===== src/rtl/mc_stream_loader.sv =====
// mc_stream_loader: word-stream front end for the 4x4 SIMD PE array.
//
// Collects 16 A words and 16 B words into the 512-bit operands, pulses
// pe_clear, holds enable for COMPUTE_CYCLES cycles, captures Matrix_C and
// streams it back out as 16 words under valid/ready.
//
// Build option: define MC_B_TRANSPOSE_EN to store B column-major (row-major
// arrival, word i written to slot 4*(i%4)+(i/4)). Undefined: linear, like A.
//
// State table
//   state    | meaning
//   ---------+---------------------------------------------------------
//   IDLE     | waiting for the first A word, in_ready high
//   LOAD_A   | collecting A words 1..15
//   LOAD_B   | collecting B words 0..15
//   CLEAR    | single-cycle pe_clear pulse to the array
//   RUN      | enable held high for COMPUTE_CYCLES cycles
//   CAPTURE  | single cycle, Matrix_C registered, first result word staged
//   DRAIN    | 16 result words out under valid/ready, done on the last

module mc_stream_loader #(
    parameter int DATA_W         = 32,   // fixed at 32 in this revision
    parameter int COMPUTE_CYCLES = 4     // 1..15
) (
    input  logic                  CLK,
    input  logic                  reset,
    input  logic                  in_valid,
    output logic                  in_ready,
    input  logic [DATA_W-1:0]     in_data,
    output logic [16*DATA_W-1:0]  Matrix_A,
    output logic [16*DATA_W-1:0]  Matrix_B,
    output logic                  pe_clear,
    output logic                  enable,
    input  logic [16*DATA_W-1:0]  Matrix_C,
    output logic                  out_valid,
    input  logic                  out_ready,
    output logic [DATA_W-1:0]     out_data,
    output logic                  busy,
    output logic                  done
);

    typedef enum logic [2:0] {
        ST_IDLE    = 3'd0,
        ST_LOAD_A  = 3'd1,
        ST_LOAD_B  = 3'd2,
        ST_CLEAR   = 3'd3,
        ST_RUN     = 3'd4,
        ST_CAPTURE = 3'd5,
        ST_DRAIN   = 3'd6
    } state_t;

    state_t                 state;
    logic [3:0]             word_cnt;
    logic [3:0]             word_nxt;
    logic [3:0]             b_slot;
    logic [3:0]             cyc_cnt;
    logic [16*DATA_W-1:0]   cap_reg;
    logic                   in_acc;
    logic                   out_acc;

    // Word k lives at [511-32k -: 32]; the LSB of that slot is 32*(15-k),
    // which for a 4-bit k is simply {~k, 5'b0}.
    function automatic logic [8:0] slot_lsb(input logic [3:0] idx);
        return {~idx, 5'd0};
    endfunction

    // Handshake decodes and counter increment.
    assign in_acc   = in_valid && in_ready;
    assign out_acc  = out_valid && out_ready;
    assign word_nxt = word_cnt + 4'd1;

`ifdef MC_B_TRANSPOSE_EN
    // Row-major arrival: r = i/4, c = i%4, stored at 4*c + r.
    assign b_slot = {word_cnt[1:0], word_cnt[3:2]};
`else
    assign b_slot = word_cnt;
`endif

    // done is a decode of the final output handshake so it lands in the
    // accept cycle itself, while in_ready is still low; busy drops next cycle.
    assign done = (state == ST_DRAIN) && out_acc && (word_cnt == 4'd15);

    // Sequencer: state, counters, operand/capture registers and all
    // registered outputs.
    always_ff @(posedge CLK or negedge reset) begin
        if (!reset) begin
            state     <= ST_IDLE;
            word_cnt  <= 4'd0;
            cyc_cnt   <= 4'd0;
            cap_reg   <= '0;
            Matrix_A  <= '0;
            Matrix_B  <= '0;
            in_ready  <= 1'b0;
            pe_clear  <= 1'b0;
            enable    <= 1'b0;
            out_valid <= 1'b0;
            out_data  <= '0;
            busy      <= 1'b0;
        end else begin
            case (state)
                ST_IDLE: begin
                    in_ready <= 1'b1;
                    if (in_acc) begin
                        Matrix_A[slot_lsb(word_cnt) +: DATA_W] <= in_data;
                        word_cnt <= word_nxt;
                        busy     <= 1'b1;
                        state    <= ST_LOAD_A;
                    end
                end

                ST_LOAD_A: begin
                    if (in_acc) begin
                        Matrix_A[slot_lsb(word_cnt) +: DATA_W] <= in_data;
                        word_cnt <= word_nxt;
                        if (word_cnt == 4'd15) begin
                            state <= ST_LOAD_B;
                        end
                    end
                end

                ST_LOAD_B: begin
                    if (in_acc) begin
                        Matrix_B[slot_lsb(b_slot) +: DATA_W] <= in_data;
                        word_cnt <= word_nxt;
                        if (word_cnt == 4'd15) begin
                            in_ready <= 1'b0;
                            pe_clear <= 1'b1;
                            state    <= ST_CLEAR;
                        end
                    end
                end

                ST_CLEAR: begin
                    pe_clear <= 1'b0;
                    enable   <= 1'b1;
                    cyc_cnt  <= 4'(COMPUTE_CYCLES - 1);
                    state    <= ST_RUN;
                end

                ST_RUN: begin
                    if (cyc_cnt == 4'd0) begin
                        enable <= 1'b0;
                        state  <= ST_CAPTURE;
                    end else begin
                        cyc_cnt <= cyc_cnt - 4'd1;
                    end
                end

                ST_CAPTURE: begin
                    // Stage word 0 straight from the array so out_valid and
                    // out_data rise together on the capture edge.
                    cap_reg   <= Matrix_C;
                    out_data  <= Matrix_C[slot_lsb(4'd0) +: DATA_W];
                    out_valid <= 1'b1;
                    state     <= ST_DRAIN;
                end

                ST_DRAIN: begin
                    if (out_acc) begin
                        if (word_cnt == 4'd15) begin
                            out_valid <= 1'b0;
                            out_data  <= '0;
                            word_cnt  <= 4'd0;
                            cyc_cnt   <= 4'd0;
                            busy      <= 1'b0;
                            in_ready  <= 1'b1;
                            state     <= ST_IDLE;
                        end else begin
                            out_data <= cap_reg[slot_lsb(word_nxt) +: DATA_W];
                            word_cnt <= word_nxt;
                        end
                    end
                end

                default: begin
                    state     <= ST_IDLE;
                    word_cnt  <= 4'd0;
                    cyc_cnt   <= 4'd0;
                    in_ready  <= 1'b0;
                    pe_clear  <= 1'b0;
                    enable    <= 1'b0;
                    out_valid <= 1'b0;
                    busy      <= 1'b0;
                end
            endcase
        end
    end

endmodule


===== config.mk =====
export PLATFORM = sky130hd
export DESIGN_NAME = mc_stream_loader
export DESIGN_NICKNAME = d
export VERILOG_FILES = /design/src/rtl/mc_stream_loader.sv
export SDC_FILE = /design/constraint.sdc
export NUM_CORES = 2
export LEC_CHECK = 0
export ABC_AREA = 1
export BUFFER_PORTS_ARGS = -buffer_cell sky130_fd_sc_hd__clkbuf_2
export CORE_AREA = 2 2 627 629
export DETAILED_ROUTE_END_ITERATION = 6
export DIE_AREA = 0 0 629 631
export PLACE_DENSITY = 0.36
export SETUP_SLACK_MARGIN = 0.1
export SLEW_MARGIN = 20
export SYNTH_ARGS = -nofsm -noshare
export SYNTH_HDL_FRONTEND = slang
export SYNTH_SLANG_ARGS = --single-unit

===== constraint.sdc =====
create_clock -name CLK -period 4.36 [get_ports CLK]
set_input_delay 0.218 -clock CLK [delete_from_list [all_inputs] [get_ports CLK]]
set_output_delay 0.218 -clock CLK [all_outputs]
set_load 0.02 [all_outputs]

---- Yosys cells after proc, flatten, opt, wreduce, memory -nomap -nowiden ----
Cells that the tools add are included.
cells by class
  reduce and logical (&&, ||, !) cells .... 27
  multiply operators ...................... 0
  bitwise gates (word level) .............. 9
  mux-type cells .......................... 35
  shifts and indexed selects .............. 3
  div/mod/pow operators ................... 0
  equal/unequal tests ..................... 17
  add/subtract/negate cells ............... 3
  order comparisons ....................... 0
operators by type and width
  operator                   number
  $bwmux 512                 2
  $shift 32x11->512 const A  1
  $shiftx 32x11->512         1
  $shiftx 512x10->32         1
  $mux 32                    2
  $pmux 32 s2                1
  $mux 3                     8
  $mux 4                     6
  $pmux 3 s7                 1
  $reduce_or 5->1            4
  $ne 2x2->1 const B         8
  $pmux 4 s4                 1
  $pmux 4 s3                 1
  $neg 9->11                 1
  $eq 3x3->1 const B         3
  $pmux 1 s3                 3
  $reduce_and 3->1           3
  $mux 1                     8
  $not 4->4                  2
  $reduce_and 2->1           4
  $reduce_and 4->1           2
  $reduce_and 8->1           1
  $reduce_or 4->1            2
  $not 1->1                  7
  other kinds (15)           21
word-level totals
  bits in registers ....................... 1584
  memory bits (writable) .................. 0
  latch bits .............................. 0
  memories kept ........................... 0
  ROM bits ................................ 0
  output and inout port bits .............. 1062
  word-level logic and storage cells ...... 106

---- Logic depth before layout (Yosys ltp) ----
  word-level depth ........................ 6
  gate-level depth with buffers ........... 15
  mapped depth without buffers ............ 11

---- Worst setup path after synthesis ----
OpenSTA, ideal clock, no wires.
  path kind ............................... register to register
  start ................................... register word_cnt[0] (netlist: b_slot[0])
  end ..................................... register out_data[22]
  cell stages (with the launch flop) ...... 16
  arrival ................................. 2.582 ns
  path buffers ............................ 6
  clock period less this slack ............ 2.659 ns
  setup slack ............................. 1.701 ns
  cells stage by stage .................... dfrtp_1 > buf_2 > inv_2 > clkbuf_1 > buf_2 > ha_1 > buf_2 > inv_2 > clkbuf_1 > clkbuf_1 > nand3_1 > nand3_1 > nand3_1 > nand2_1 > nand2_1 > a21oi_1
between the ends
  word-level cells in the longest chain between the ends .. 6
  elaborated cells between the ends (all ways) .. 7
  classes of those cells .................. 1 x add/sub; 1 x eq/ne; 1 x shift; 3 x mux; 1 x bitwise
RTL lines
  what                    line  source
  from (decl)             53    logic [3:0] word_cnt;
  from (signal assigned)  105   word_cnt <= word_nxt;
  from (signal assigned)  114   word_cnt <= word_nxt;
  from (signal assigned)  124   word_cnt <= word_nxt;
  $add 4x1->4             70    assign word_nxt = word_cnt + 4'd1;
  $not 4->4               64    return {~idx, 5'd0};
  $shiftx 512x10->32      169   out_data <= cap_reg[slot_lsb(word_nxt) +: DATA_W];
  $mux 32 (*)             160   if (word_cnt == 4'd15) begin
  $mux 32 (*)             159   if (out_acc) begin
  $pmux 32 s2 (*)         100   case (state)
  to (signal assigned)    153   out_data <= Matrix_C[slot_lsb(4'd0) +: DATA_W];
  to (signal assigned)    169
  to (decl)               37    output logic [DATA_W-1:0] out_data,
Mark *: on every way between the ends. The rest lies on a longest branch, timed or not. The select of a mux whose other input is x is not followed.
A chain may end at the register's enable or synchronous reset.

---- Final worst setup path ----
  start ................................... register word_cnt[0] (netlist: b_slot[0])
  end ..................................... output done
between the ends
  word-level cells in the longest chain between the ends .. 2
RTL lines
  what               line  source
  $eq 4x4->1         81    assign done = (state == ST_DRAIN) && out_acc && (word_cnt == 4'd15);
  $logic_and 1x1->1  81
  to (decl)          39    output logic done
No other way between the ends.

==> qor.yml <==
outcome: "complete, no violations"
fillers: 43450
wire_per_inst_um: 25.41
fin_skew_ps: 90.76
number_of_unique_standard_cell_types_used_by_synthesis: 33
max-vdd-ir-drop_v: 0.0004522
rrSetupSlack_ps: 1040
synth_adder_area_share: 0.0007818
final.period_utilization: 0.8044
simple_gate_area_share_of_the_yosys_netlist: 0.1839
worst_pin_slew_ps: 1216
timing.reg2reg.worst_path_depth: 9
timing.fmax_mhz: 285.1
cts_num_sinks: 1584
detail-route-antenna-nets: 0
grt_antenna_before_repair: 126
setup-violations-final: 0
critPathArrivalTime_ps: 3290
power_density_nw_per_um2: 592.7
cap_viol_max_count: 0
non_filler_instance_count_after_layout: 14651
end_kind: "output port"
intPower_w: 0.03233
mostFrequentLayoutCell: "nand2_1"
timing.critical_path.from: "b_slot[0]"
clkSlewWorstSetupHoldPaths_ps: 70
post-route-drc-count: 0
nets: 9792
ys_seq_elements: 1584
worst_skew_pair.late_latency_ps: 920
dr.pass1.iters: 5
share_seq_of_total_power: 0.361
maximum_number_of_pins_on_one_net_before_global_route_repair: 151
io_pins: 1610
violation_count_after_the_first_detailed_route_iteration: 4854
cts_tree: "done"
yosys-mux-area-fraction: 0
floorplan.die_area_um2: 396900
power.clock.fraction: 0.315
post_route_cells_drive_above_1_share: 0.2256
yosysTopAreaCell: "dfrtp_1"
cts_buffers: 198
hold_path_class: "in -> reg"
cts-root-to-sink-buffers: 4
post_synth_instance_area_um2: 64020
synth_largest_type_area_fraction: 0.6192
crit_path_max_fanout: 9
cell_with_the_biggest_individual_delay_on_the_critical_path: "dfrtp_4"
slew_headroom: 0.1894
register_area_um2: 39640
detailedPlacementHpwl_mm: 272.1
gp_routability_congestion: 0.8705
vias: 59616
timing.critical_path.slowest_cell_delay_ps: 510
timing.rr.end: "out_data[11]"
worst_setup_path_endpoint: "done"
cts_root_buf: "clkbuf_16"
p_switching_w: 0.02111
synth_nets: 7792
die_x_um: 629
timing.setup.tns_ps: 0
cts_setup_buffers: 0
synth_xor_area_frac: 0.0008404
gr-usage-all-layers: 0.1819
critical_path.startpoint_type: "register"
placed_cells_incl_taps: 13720
grt-ovfl-total: 0
layout_common_cells: "nand2_1, clkbuf_2, dfrtp_1, o21ai_0, inv_1"
postSynthCellCount: 7240
period_minus_slack_ps: 3507
fp-row-count: 230
cts.htree.levels: 4
die_ht_um: 631
grt_setup_unrepaired: "no"
syn_to_final_growth_pct: 40.85
timing.rr.start: "b_slot[0]"
floorplan.initialDensity: 0.1638
multiInputGateArea_um2: 19990
yosysSeqAreaShare: 0.6192
timing_hold_violations_final: 0
ys_top_cells_by_area: "dfrtp_1, nand2_1, o21ai_0, inv_1, nand3_1"
vias_per_cell: 4.069
grt_first_pass_wirelength_mm: 509.6
power.switching_fraction: 0.3950
worst-endpoint-required_ps: 4140
leakage_nw: 43.62
synth_compound_area_frac: 0.1248
synth_top_family_by_area: "simple AND/OR/NAND/NOR gates"
timing.hold.worst.start: "in_data[19]"
average_size_of_a_mapped_cell_um2: 8.842
worst-setup-path-type: "reg -> out"
p_comb_frac: 0.324
cell_breakdown_of_the_critical_path: "ha_1 > nand2_1 > nor2_2 > inv_1 > nor3_1 > buf_4 > clkbuf_2"
floorplan.core_area_um2: 390800
detail_route.wirelength_mm: 372.4
portBuffers: 1609
via_count_of_the_first_global_routing_pass: 60045
timing_max_transition_violations_final: 0
synth.yosys.warnings: 0
## synthesized netlist by cell type (all sizes together)
cell type	number
inv	674
nand3	476
nand4	3
o21ai	1517
ha	4
a21oi	68
o211ai	1
xnor2	3
dfrtp	1584
nand2	2234
buf	153
a31oi	2
nor3	73
o2111ai	1
o22ai	1
nor2	112
o31ai	2
clkinv	1
clkbuf	330
xor2	1
## power by group through the flow
stage | registers [W] | clock network, W | logic, W
after detailed placement | 0.0195 | 0 | 0.0171
after floorplan | 0.0201 | 0 | 0.00870
after global routing | 0.0196 | 0.0179 | 0.0193
after CTS | 0.0193 | 0.0174 | 0.0176
after global placement | 0.0195 | 0 | 0.0170
final | 0.0193 | 0.0168 | 0.0173
## how the worst min path moves through the flow
stage | to | cells after the start
final | Matrix_B[19] | 3
after global routing | Matrix_B[464] | 3
after CTS | cap_reg[439] | 4
after detailed placement | Matrix_B[361] | 1
after global placement | Matrix_B[100] | 1
after floorplan | Matrix_A[0] | 0
## what timing repair did
item	in CTS	in global routing
endpoints found under the hold margin	908	0
gates resized for setup	0	0
endpoints found under the setup margin	0	0
hold buffers	540	0
## stage by stage
| step | hold WS [ps] | utilization | power, W | setup WS (ps) | cell area, um^2 |
|---|---|---|---|---|---|
| floorplan | -77.59 | - | 0.02882 | 1701 | 64020 |
| global placement | 332.7 | 0.2000 | 0.03646 | 1156 | 78180 |
| detailed placement | 343.0 | 0.2000 | 0.03661 | 1194 | 78180 |
| CTS | 0.7269 | 0.2304 | 0.05426 | 601.2 | 90060 |
| global route | 60.63 | 0.2306 | 0.05678 | 520.1 | 90110 |
| finish | 47.22 | 0.2307 | 0.05344 | 852.6 | 90170 |
## routing by layer
metal / track usage / wire length (um) / vias to the layer above
li1: - / - / 27118
met1: 0.2329 / 159000 / 29768
met2: 0.2907 / 168900 / 2137
met3: 0.04707 / 27300 / 563
met4: 0.07379 / 16940 / 30
met5: 0 / 180 / -
## cell type report
cell class | count | share of cell area
antenna | 43 | 0.001193
clock buffer | 288 | 0.06360
clock inverter | 60 | 0.008048
inverter | 675 | 0.02827
multi-input combinational | 4498 | 0.2217
sequential | 1584 | 0.4397
tap | 5220 | 0.07244
timing repair buffer | 2283 | 0.1651
## kinds of logic (layout without fill, tap and decap cells)
| logic type | Yosys count | in the layout |
|---|---|---|
| simple gates | 2898 | 2898 |
| buf+inv | 1158 | 3306 |
| xor+xnor | 4 | 4 |
| fa+ha+maj | 4 | 4 |
| compound gates | 1592 | 1592 |
| flops | 1584 | 1584 |
| other cells | 0 | 43 |
## worst max-delay path, delay by kind of cell (launching register included)
family	cells	cell delay [ps]
AND/OR/NAND/NOR	3	800
buffers and inverters	3	610
flip-flops	1	510
adder cells (fa/ha/maj)	1	430
No activity file was read; power rests on OpenSTA's default activity.
